===== src/rtl/pkt_unit_sched_pkg.sv =====
// Shared definitions for the per-packet unit scheduler: unit indices,
// completion status codes and sequencer state encoding.
package pkt_unit_sched_pkg;

  localparam int WORD_WIDTH = 16;

  localparam logic [1:0] UNIT_MNI    = 2'd0;
  localparam logic [1:0] UNIT_KCH    = 2'd1;
  localparam logic [1:0] UNIT_REWARD = 2'd2;
  localparam logic [1:0] UNIT_QTU    = 2'd3;

  typedef enum logic [1:0] {
    PKT_OK      = 2'd0,
    PKT_TIMEOUT = 2'd1,
    PKT_NOOP    = 2'd2
  } pkt_status_e;

  typedef enum logic [2:0] {
    S_IDLE = 3'd0,
    S_FILT = 3'd1,
    S_CAPT = 3'd2,
    S_DISP = 3'd3,
    S_RUN  = 3'd4,
    S_FIN  = 3'd5
  } sched_state_e;

endpackage


===== src/rtl/pkt_unit_sched_if.sv =====
// Bundle of RX, filter, processing-unit and host signals around the scheduler.
interface pkt_unit_sched_if
  import pkt_unit_sched_pkg::*;
#(
  parameter int DROP_W = 8
);
  logic              newpkt;
  logic              pkt_busy;
  logic              filt_newpkt;
  logic              en_MNI, en_KCH, en_reward, en_QTU;
  logic              iAmDestination;
  logic              start_MNI, start_KCH, start_reward, start_QTU;
  logic              done_MNI, done_KCH, done_reward, done_QTU;
  logic              mem_gnt_valid;
  logic [1:0]        mem_gnt;
  logic              pkt_done;
  pkt_status_e       pkt_status;
  logic              to_host;
  logic [DROP_W-1:0] drop_cnt;

  modport master (
    input  newpkt, en_MNI, en_KCH, en_reward, en_QTU, iAmDestination,
           done_MNI, done_KCH, done_reward, done_QTU,
    output pkt_busy, filt_newpkt, start_MNI, start_KCH, start_reward, start_QTU,
           mem_gnt_valid, mem_gnt, pkt_done, pkt_status, to_host, drop_cnt
  );

  modport slave (
    output newpkt, en_MNI, en_KCH, en_reward, en_QTU, iAmDestination,
           done_MNI, done_KCH, done_reward, done_QTU,
    input  pkt_busy, filt_newpkt, start_MNI, start_KCH, start_reward, start_QTU,
           mem_gnt_valid, mem_gnt, pkt_done, pkt_status, to_host, drop_cnt
  );

endinterface


===== src/rtl/sched_timeout_ctr.sv =====
// Grant-hold watchdog: counts RUN cycles and flags the last permitted one.
module sched_timeout_ctr #(
  parameter int TIMEOUT = 255
) (
  input  logic clk,
  input  logic rst,
  input  logic clr,
  input  logic en,
  output logic tc
);
  logic [7:0] cnt;

  always_ff @(posedge clk) begin
    if (rst || clr) begin
      cnt <= '0;
    end else if (en) begin
      cnt <= cnt + 8'd1;
    end
  end

  assign tc = (cnt == 8'(TIMEOUT - 1));

endmodule


===== src/rtl/pkt_unit_sched.sv =====
// Per-packet sequencer: pulses the filter, then starts each enabled unit in
// MNI/KCH/reward/QTU order while it owns the shared node-memory port.
module pkt_unit_sched
  import pkt_unit_sched_pkg::*;
#(
  parameter int TIMEOUT = 255,
  parameter int DROP_W  = 8
) (
  input  logic             clk,
  input  logic             nrst,
  pkt_unit_sched_if.master bus
);
  sched_state_e      state;
  logic [3:0]        pending, en_mask, done_mask, rem_mask, sel_mask, start_q;
  logic [1:0]        pick, gnt_q;
  logic              gnt_valid_q, busy_q, filt_q, done_q, to_host_q, dest_q, ran_q;
  logic              tc, unit_done;
  pkt_status_e       status_q;
  logic [DROP_W-1:0] drop_q;

  // The mask being dispatched next depends on where we enter DISP from,
  // so the start pulse lines up with the DISP cycle itself.
  always_comb begin
    en_mask   = {bus.en_QTU, bus.en_reward, bus.en_KCH, bus.en_MNI};
    done_mask = {bus.done_QTU, bus.done_reward, bus.done_KCH, bus.done_MNI};
    rem_mask  = pending & ~(4'b0001 << gnt_q);
    unit_done = done_mask[gnt_q];
    sel_mask  = pending;
    if (state == S_CAPT) sel_mask = en_mask;
    else if (state == S_RUN) sel_mask = rem_mask;
    pick = UNIT_QTU;
    if (sel_mask[0])      pick = UNIT_MNI;
    else if (sel_mask[1]) pick = UNIT_KCH;
    else if (sel_mask[2]) pick = UNIT_REWARD;
  end

  sched_timeout_ctr #(.TIMEOUT(TIMEOUT)) u_timeout (
    .clk (clk),
    .rst (nrst),
    .clr (state == S_DISP),
    .en  (state == S_RUN),
    .tc  (tc)
  );

  always_ff @(posedge clk) begin
    if (nrst) begin
      state       <= S_IDLE;
      pending     <= '0;
      start_q     <= '0;
      gnt_q       <= '0;
      gnt_valid_q <= 1'b0;
      busy_q      <= 1'b0;
      filt_q      <= 1'b0;
      done_q      <= 1'b0;
      to_host_q   <= 1'b0;
      dest_q      <= 1'b0;
      ran_q       <= 1'b0;
      status_q    <= PKT_OK;
      drop_q      <= '0;
    end else begin
      filt_q    <= 1'b0;
      start_q   <= '0;
      done_q    <= 1'b0;
      to_host_q <= 1'b0;
      if (bus.newpkt && busy_q && (drop_q != {DROP_W{1'b1}})) begin
        drop_q <= drop_q + {{(DROP_W-1){1'b0}}, 1'b1};
      end
      unique case (state)
        S_IDLE: if (bus.newpkt) begin
          state  <= S_FILT;
          busy_q <= 1'b1;
          filt_q <= 1'b1;
        end
        S_FILT: state <= S_CAPT;
        S_CAPT: begin
          pending <= en_mask;
          dest_q  <= bus.iAmDestination;
          ran_q   <= 1'b0;
          if (en_mask != '0) start_q[pick] <= 1'b1;
          state   <= S_DISP;
        end
        S_DISP: if (pending == '0) begin
          state     <= S_FIN;
          done_q    <= 1'b1;
          status_q  <= ran_q ? PKT_OK : PKT_NOOP;
          to_host_q <= ran_q && dest_q;
        end else begin
          state       <= S_RUN;
          gnt_q       <= pick;
          gnt_valid_q <= 1'b1;
          ran_q       <= 1'b1;
        end
        S_RUN: if (unit_done) begin
          pending     <= rem_mask;
          gnt_valid_q <= 1'b0;
          if (rem_mask != '0) start_q[pick] <= 1'b1;
          state       <= S_DISP;
        end else if (tc) begin
          pending     <= '0;
          gnt_valid_q <= 1'b0;
          status_q    <= PKT_TIMEOUT;
          done_q      <= 1'b1;
          state       <= S_FIN;
        end
        S_FIN: begin
          state  <= S_IDLE;
          busy_q <= 1'b0;
        end
        default: state <= S_IDLE;
      endcase
    end
  end

  assign bus.pkt_busy      = busy_q;
  assign bus.filt_newpkt   = filt_q;
  assign bus.start_MNI     = start_q[UNIT_MNI];
  assign bus.start_KCH     = start_q[UNIT_KCH];
  assign bus.start_reward  = start_q[UNIT_REWARD];
  assign bus.start_QTU     = start_q[UNIT_QTU];
  assign bus.mem_gnt_valid = gnt_valid_q;
  assign bus.mem_gnt       = gnt_q;
  assign bus.pkt_done      = done_q;
  assign bus.pkt_status    = status_q;
  assign bus.to_host       = to_host_q;
  assign bus.drop_cnt      = drop_q;

endmodule


===== src/flat_wrapper.sv =====
// flat-port wrapper written by rule: the top's interface ports become plain ports
module pkt_unit_sched_flat import pkt_unit_sched_pkg::*;
#(
  parameter int TIMEOUT = 255,
  parameter int DROP_W  = 8
)
  (clk, nrst, bus_newpkt, bus_en_MNI, bus_en_KCH, bus_en_reward, bus_en_QTU, bus_iAmDestination, bus_done_MNI, bus_done_KCH, bus_done_reward, bus_done_QTU, bus_pkt_busy, bus_filt_newpkt, bus_start_MNI, bus_start_KCH, bus_start_reward, bus_start_QTU, bus_mem_gnt_valid, bus_mem_gnt, bus_pkt_done, bus_pkt_status, bus_to_host, bus_drop_cnt);
  pkt_unit_sched_if #(.DROP_W(DROP_W)) bus_i ();
  input  logic clk;
  input  logic nrst;
  input wire logic [$bits(bus_i.newpkt)-1:0] bus_newpkt;
  input wire logic [$bits(bus_i.en_MNI)-1:0] bus_en_MNI;
  input wire logic [$bits(bus_i.en_KCH)-1:0] bus_en_KCH;
  input wire logic [$bits(bus_i.en_reward)-1:0] bus_en_reward;
  input wire logic [$bits(bus_i.en_QTU)-1:0] bus_en_QTU;
  input wire logic [$bits(bus_i.iAmDestination)-1:0] bus_iAmDestination;
  input wire logic [$bits(bus_i.done_MNI)-1:0] bus_done_MNI;
  input wire logic [$bits(bus_i.done_KCH)-1:0] bus_done_KCH;
  input wire logic [$bits(bus_i.done_reward)-1:0] bus_done_reward;
  input wire logic [$bits(bus_i.done_QTU)-1:0] bus_done_QTU;
  output wire logic [$bits(bus_i.pkt_busy)-1:0] bus_pkt_busy;
  output wire logic [$bits(bus_i.filt_newpkt)-1:0] bus_filt_newpkt;
  output wire logic [$bits(bus_i.start_MNI)-1:0] bus_start_MNI;
  output wire logic [$bits(bus_i.start_KCH)-1:0] bus_start_KCH;
  output wire logic [$bits(bus_i.start_reward)-1:0] bus_start_reward;
  output wire logic [$bits(bus_i.start_QTU)-1:0] bus_start_QTU;
  output wire logic [$bits(bus_i.mem_gnt_valid)-1:0] bus_mem_gnt_valid;
  output wire logic [$bits(bus_i.mem_gnt)-1:0] bus_mem_gnt;
  output wire logic [$bits(bus_i.pkt_done)-1:0] bus_pkt_done;
  output wire logic [$bits(bus_i.pkt_status)-1:0] bus_pkt_status;
  output wire logic [$bits(bus_i.to_host)-1:0] bus_to_host;
  output wire logic [$bits(bus_i.drop_cnt)-1:0] bus_drop_cnt;
  assign bus_i.newpkt = bus_newpkt;
  assign bus_i.en_MNI = bus_en_MNI;
  assign bus_i.en_KCH = bus_en_KCH;
  assign bus_i.en_reward = bus_en_reward;
  assign bus_i.en_QTU = bus_en_QTU;
  assign bus_i.iAmDestination = bus_iAmDestination;
  assign bus_i.done_MNI = bus_done_MNI;
  assign bus_i.done_KCH = bus_done_KCH;
  assign bus_i.done_reward = bus_done_reward;
  assign bus_i.done_QTU = bus_done_QTU;
  assign bus_pkt_busy = bus_i.pkt_busy;
  assign bus_filt_newpkt = bus_i.filt_newpkt;
  assign bus_start_MNI = bus_i.start_MNI;
  assign bus_start_KCH = bus_i.start_KCH;
  assign bus_start_reward = bus_i.start_reward;
  assign bus_start_QTU = bus_i.start_QTU;
  assign bus_mem_gnt_valid = bus_i.mem_gnt_valid;
  assign bus_mem_gnt = bus_i.mem_gnt;
  assign bus_pkt_done = bus_i.pkt_done;
  assign bus_pkt_status = bus_i.pkt_status;
  assign bus_to_host = bus_i.to_host;
  assign bus_drop_cnt = bus_i.drop_cnt;
  pkt_unit_sched #(.TIMEOUT(TIMEOUT), .DROP_W(DROP_W)) u_core (.clk(clk), .nrst(nrst), .bus(bus_i));
endmodule

===== config.mk =====
export PLATFORM = sky130hd
export DESIGN_NAME = pkt_unit_sched_flat
export DESIGN_NICKNAME = d
export VERILOG_FILES = /design/src/rtl/pkt_unit_sched_pkg.sv /design/src/rtl/pkt_unit_sched_if.sv /design/src/rtl/sched_timeout_ctr.sv /design/src/rtl/pkt_unit_sched.sv /design/src/flat_wrapper.sv
export SDC_FILE = /design/constraint.sdc
export NUM_CORES = 1
export LEC_CHECK = 0
export BUFFER_PORTS_ARGS = -buffer_cell sky130_fd_sc_hd__buf_2
export CAP_MARGIN = 20
export CORE_AREA = 2 2 67 69
export DETAILED_ROUTE_END_ITERATION = 8
export DIE_AREA = 0 0 69 71
export PLACE_DENSITY_LB_ADDON = 0.12
export SYNTH_ARGS = -nofsm -noshare
export SYNTH_HDL_FRONTEND = slang
export SYNTH_SLANG_ARGS = --single-unit

===== constraint.sdc =====
create_clock -name clk -period 1.6 [get_ports clk]
set_input_delay 0.4 -clock clk [delete_from_list [all_inputs] [get_ports clk]]
set_output_delay 0.4 -clock clk [all_outputs]
set_load 0.005 [all_outputs]

==> out/qor.json <==
{
  "status": {
    "outcome": "finished with violations",
    "violations_in_the_final_reports": "negative setup slack"
  },
  "routing": {
    "drt_iter0_drc": 174,
    "via_total_after_detailed_routing": 1987,
    "postRouteAntennaNets": 0,
    "route.detailed.drc": 0,
    "drt_wl_total_um": 5290,
    "detail_route.vias_per_cell": 5.78,
    "routed_wire_length_per_instance_um": 15.4,
    "drt_pass1_iterations": 6
  },
  "power_and_ir_drop": {
    "power_switching_share_pct": 30.2,
    "share_comb_of_total_power_pct": 25.3,
    "power_density_nw_per_um2": 868,
    "seqPwrFrac_pct": 45.7,
    "total_power_mw": 2.33,
    "intPower_mw": 1.62,
    "total_switching_power_mw": 0.702,
    "clock_power_share_pct": 29.0,
    "max-vdd-ir-drop_v": 0.000781,
    "static-leakage-power_nw": 1.10
  },
  "critical_path": {
    "worst_setup_sp_type": "flop",
    "critical_path.max_stage_delay_ps": 610,
    "cp_cell_sequence": "mux4_2 > nor2_4 > a21boi_2 > a2111oi_1",
    "worstSetupEndpointType": "flop",
    "kind_of_cell_adding_the_most_delay_to_the_critical_path": "multiplexers",
    "crit_path_top_delay_cell": "sky130_fd_sc_hd__mux4_2",
    "critical_path_arrival_ps": 1830,
    "cp_num_buf_inv": 0,
    "category_of_the_most_critical_setup_path": "flop to flop",
    "worstPathMaxFanout": 5,
    "required_ps": 1770
  },
  "floorplan": {
    "die_footprint_um2": 4900,
    "die-width_um": 69,
    "top_level_i_o_count": 33,
    "die_h_um": 71,
    "initial_core_util_pct": 47.4,
    "fp-row-count": 24,
    "floorplan.core_area_um2": 4200
  },
  "cells_and_area": {
    "num_antenna_cells": 0,
    "layout.cells.most_common": "sky130_fd_sc_hd__buf_4",
    "design_area_um2": 2680,
    "final_layout_size_suffix_gt1_share_pct": 38.0,
    "areaGrowthSynthToFinish_pct": 34.5,
    "finish.net_count": 306,
    "commonest_non_fill_non_tap_cells_in_the_layout": "36 x sky130_fd_sc_hd__buf_4, 34 x sky130_fd_sc_hd__dfxtp_1, 32 x sky130_fd_sc_hd__buf_2, 20 x sky130_fd_sc_hd__nor2_1, 19 x sky130_fd_sc_hd__nand2_1"
  },
  "synthesis": {
    "synth.top_cell.area_share_pct": 38.2,
    "synth_enable_flop_cells": 0,
    "synth_top_cell_by_area": "sky130_fd_sc_hd__dfxtp_1",
    "synthesis.yosys.warnings": 0,
    "post_synth_num_cell_types": 62,
    "cell_types_occupying_the_most_area_after_synthesis": "sky130_fd_sc_hd__dfxtp_1 38%, sky130_fd_sc_hd__a21oi_1 4.0%, sky130_fd_sc_hd__xor2_1 4.0%",
    "synth.ff_latch_count": 38,
    "synth.yosys.seq_area_share_pct": 38.2,
    "synthFlopType": "sky130_fd_sc_hd__dfxtp_1",
    "syn-cell-area_um2": 1990,
    "async_reset_ff_share_pct": 0,
    "postSynthNetCount": 243,
    "netlist_instances": 228,
    "post_synthesis_average_cell_area_um2": 8.74
  },
  "global_route": {
    "first_pass_grt_wire_length_um": 8800,
    "grt_overflow": 0,
    "via_count_of_the_first_global_routing_pass": 1848,
    "globalRouteTotalUtil_pct": 21.7,
    "grt_max_degree": 13,
    "antenna_found_initial": 0
  },
  "clocking": {
    "cts.reportedPaths.clkPinSlew_ps": 70,
    "root_buffer_cell": "sky130_fd_sc_hd__clkbuf_8",
    "cts_sinks": 38,
    "cts_tree": "built",
    "cts_hold_buf": 0,
    "max-clock-path-buffers": 2,
    "clock_latency_ps": 280,
    "cts-buffers-inserted": 5,
    "htree_levels": 2
  },
  "placed_design": {
    "globalplace.congestion": 0.782,
    "dp_hpwl_um": 3630,
    "placement.cell_area_um2": 2430,
    "dp_worst_setup_slack_ps": -206,
    "place.port_buffers": 32
  },
  "sta": {
    "timing.final.crit_period_ps": 1660,
    "setup_viol": 4,
    "worstMarginPinSlew_ps": 396,
    "clock.fmax_ghz": 0.602,
    "final_hold_viol_count": 0,
    "setup-tns-final_ps": -112,
    "skew_ps": 3.11,
    "min_period_over_period_pct": 104,
    "final-max-slew-violation-count": 0,
    "setup_repair_after_global_routing_missed_its_margin": "true",
    "slew_headroom_pct": 73.4,
    "setup_ws_ps": -61.2
  },
  "worst_hold_path": {
    "holdCritPathClass": "primary input to flop"
  },
  "flow_run": {
    "maxCapViolations": 0
  }
}
cell families after synthesis:
family          share of synthesized area, %
mux                                     2.64
fa+ha+maj                               1.88
xor+xnor                                3.96
flops                                   38.2
simple gates                            26.7
buf+inv                                 5.15
compound gates                          21.5
state kept, by name (all words and copies together), names as in the netlist:
signal,count
u_core.bus.mem_gnt_valid,1
u_core.ran_q,1
u_core.bus.pkt_done,1
u_core.bus.to_host,1
u_core.u_timeout.cnt,8
u_core.state,3
u_core.start_q,4
u_core.bus.mem_gnt,2
u_core.bus.drop_cnt,8
u_core.bus.filt_newpkt,1
u_core.pending,4
u_core.dest_q,1
u_core.bus.pkt_status,2
u_core.bus.pkt_busy,1
layer usage:
| metal | vias up | wire length, µm | track usage, % |
|---|---|---|---|
| met5 | - | 0 | 0 |
| met2 | 77 | 2410 | 33.3 |
| met4 | 0 | 43 | 6.10 |
| li1 | 982 | - | - |
| met3 | 4 | 399 | 3.85 |
| met1 | 924 | 2430 | 31.6 |
final cells by class:
cell class	instances	area, µm²
Fill cell	371	1520
Multi-Input combinational cell	168	1270
Sequential cell	38	771
Timing Repair Buffer	69	442
Clock buffer	6	82.6
Tap cell	52	65.1
Inverter	9	33.8
Clock inverter	2	12.5
power by group through the flow:
stage	Clock, mW	Sequential (mW)	Combinational (mW)
2_1_floorplan	0	1.06	0.319
3_3_place_gp	0	1.07	0.511
3_5_place_dp	0	1.07	0.513
4_1_cts	0.690	1.06	0.559
5_1_grt	0.733	1.07	0.640
6_report	0.674	1.06	0.589
repair_timing:
| action | in CTS | in global routing |
|---|---|---|
| endpoints found under the hold margin | 0 | 0 |
| setup buffers | 2 | 0 |
| pin swaps | 6 | 3 |
| resized for setup | 17 | 12 |
| setup endpoints to repair | 14 | 17 |
| gates cloned | 1 | 0 |
synth_stat cells (4+ instances only):
library cell / n
sky130_fd_sc_hd__xor2_1: 9
sky130_fd_sc_hd__and3_1: 4
sky130_fd_sc_hd__nand3_1: 11
sky130_fd_sc_hd__nor4_1: 5
sky130_fd_sc_hd__nor2_1: 20
sky130_fd_sc_hd__buf_2: 4
sky130_fd_sc_hd__nor4b_1: 4
sky130_fd_sc_hd__o2111ai_1: 5
sky130_fd_sc_hd__inv_1: 9
sky130_fd_sc_hd__nand4_1: 4
sky130_fd_sc_hd__dfxtp_1: 38
sky130_fd_sc_hd__nor3_1: 6
sky130_fd_sc_hd__a21oi_1: 16
sky130_fd_sc_hd__nand2_1: 19
sky130_fd_sc_hd__clkbuf_1: 8
path summary, 6_finish.rpt:
check,startpoint,end,slack [ps],depth (start not counted)
worst min-delay path,nrst,u_core.pending[0],390,2
worst max-delay path,u_core.bus.mem_gnt[0],u_core.pending[3],-60,4
worst max register to register,u_core.bus.mem_gnt[0],u_core.pending[3],-60,4
worst min register to register,u_core.dest_q,u_core.bus.to_host,450,2
metrics by stage:
step | std cells | util [%] | hold slack (ps)
floorplan | 228 | - | 414
global placement | 333 | 57.8 | 436
detailed placement | 333 | 57.8 | 440
CTS | 344 | 62.6 | 391
global route | 344 | 63.7 | 388
finish | 344 | 63.7 | 391
No activity file was read; power rests on OpenSTA's default activity.
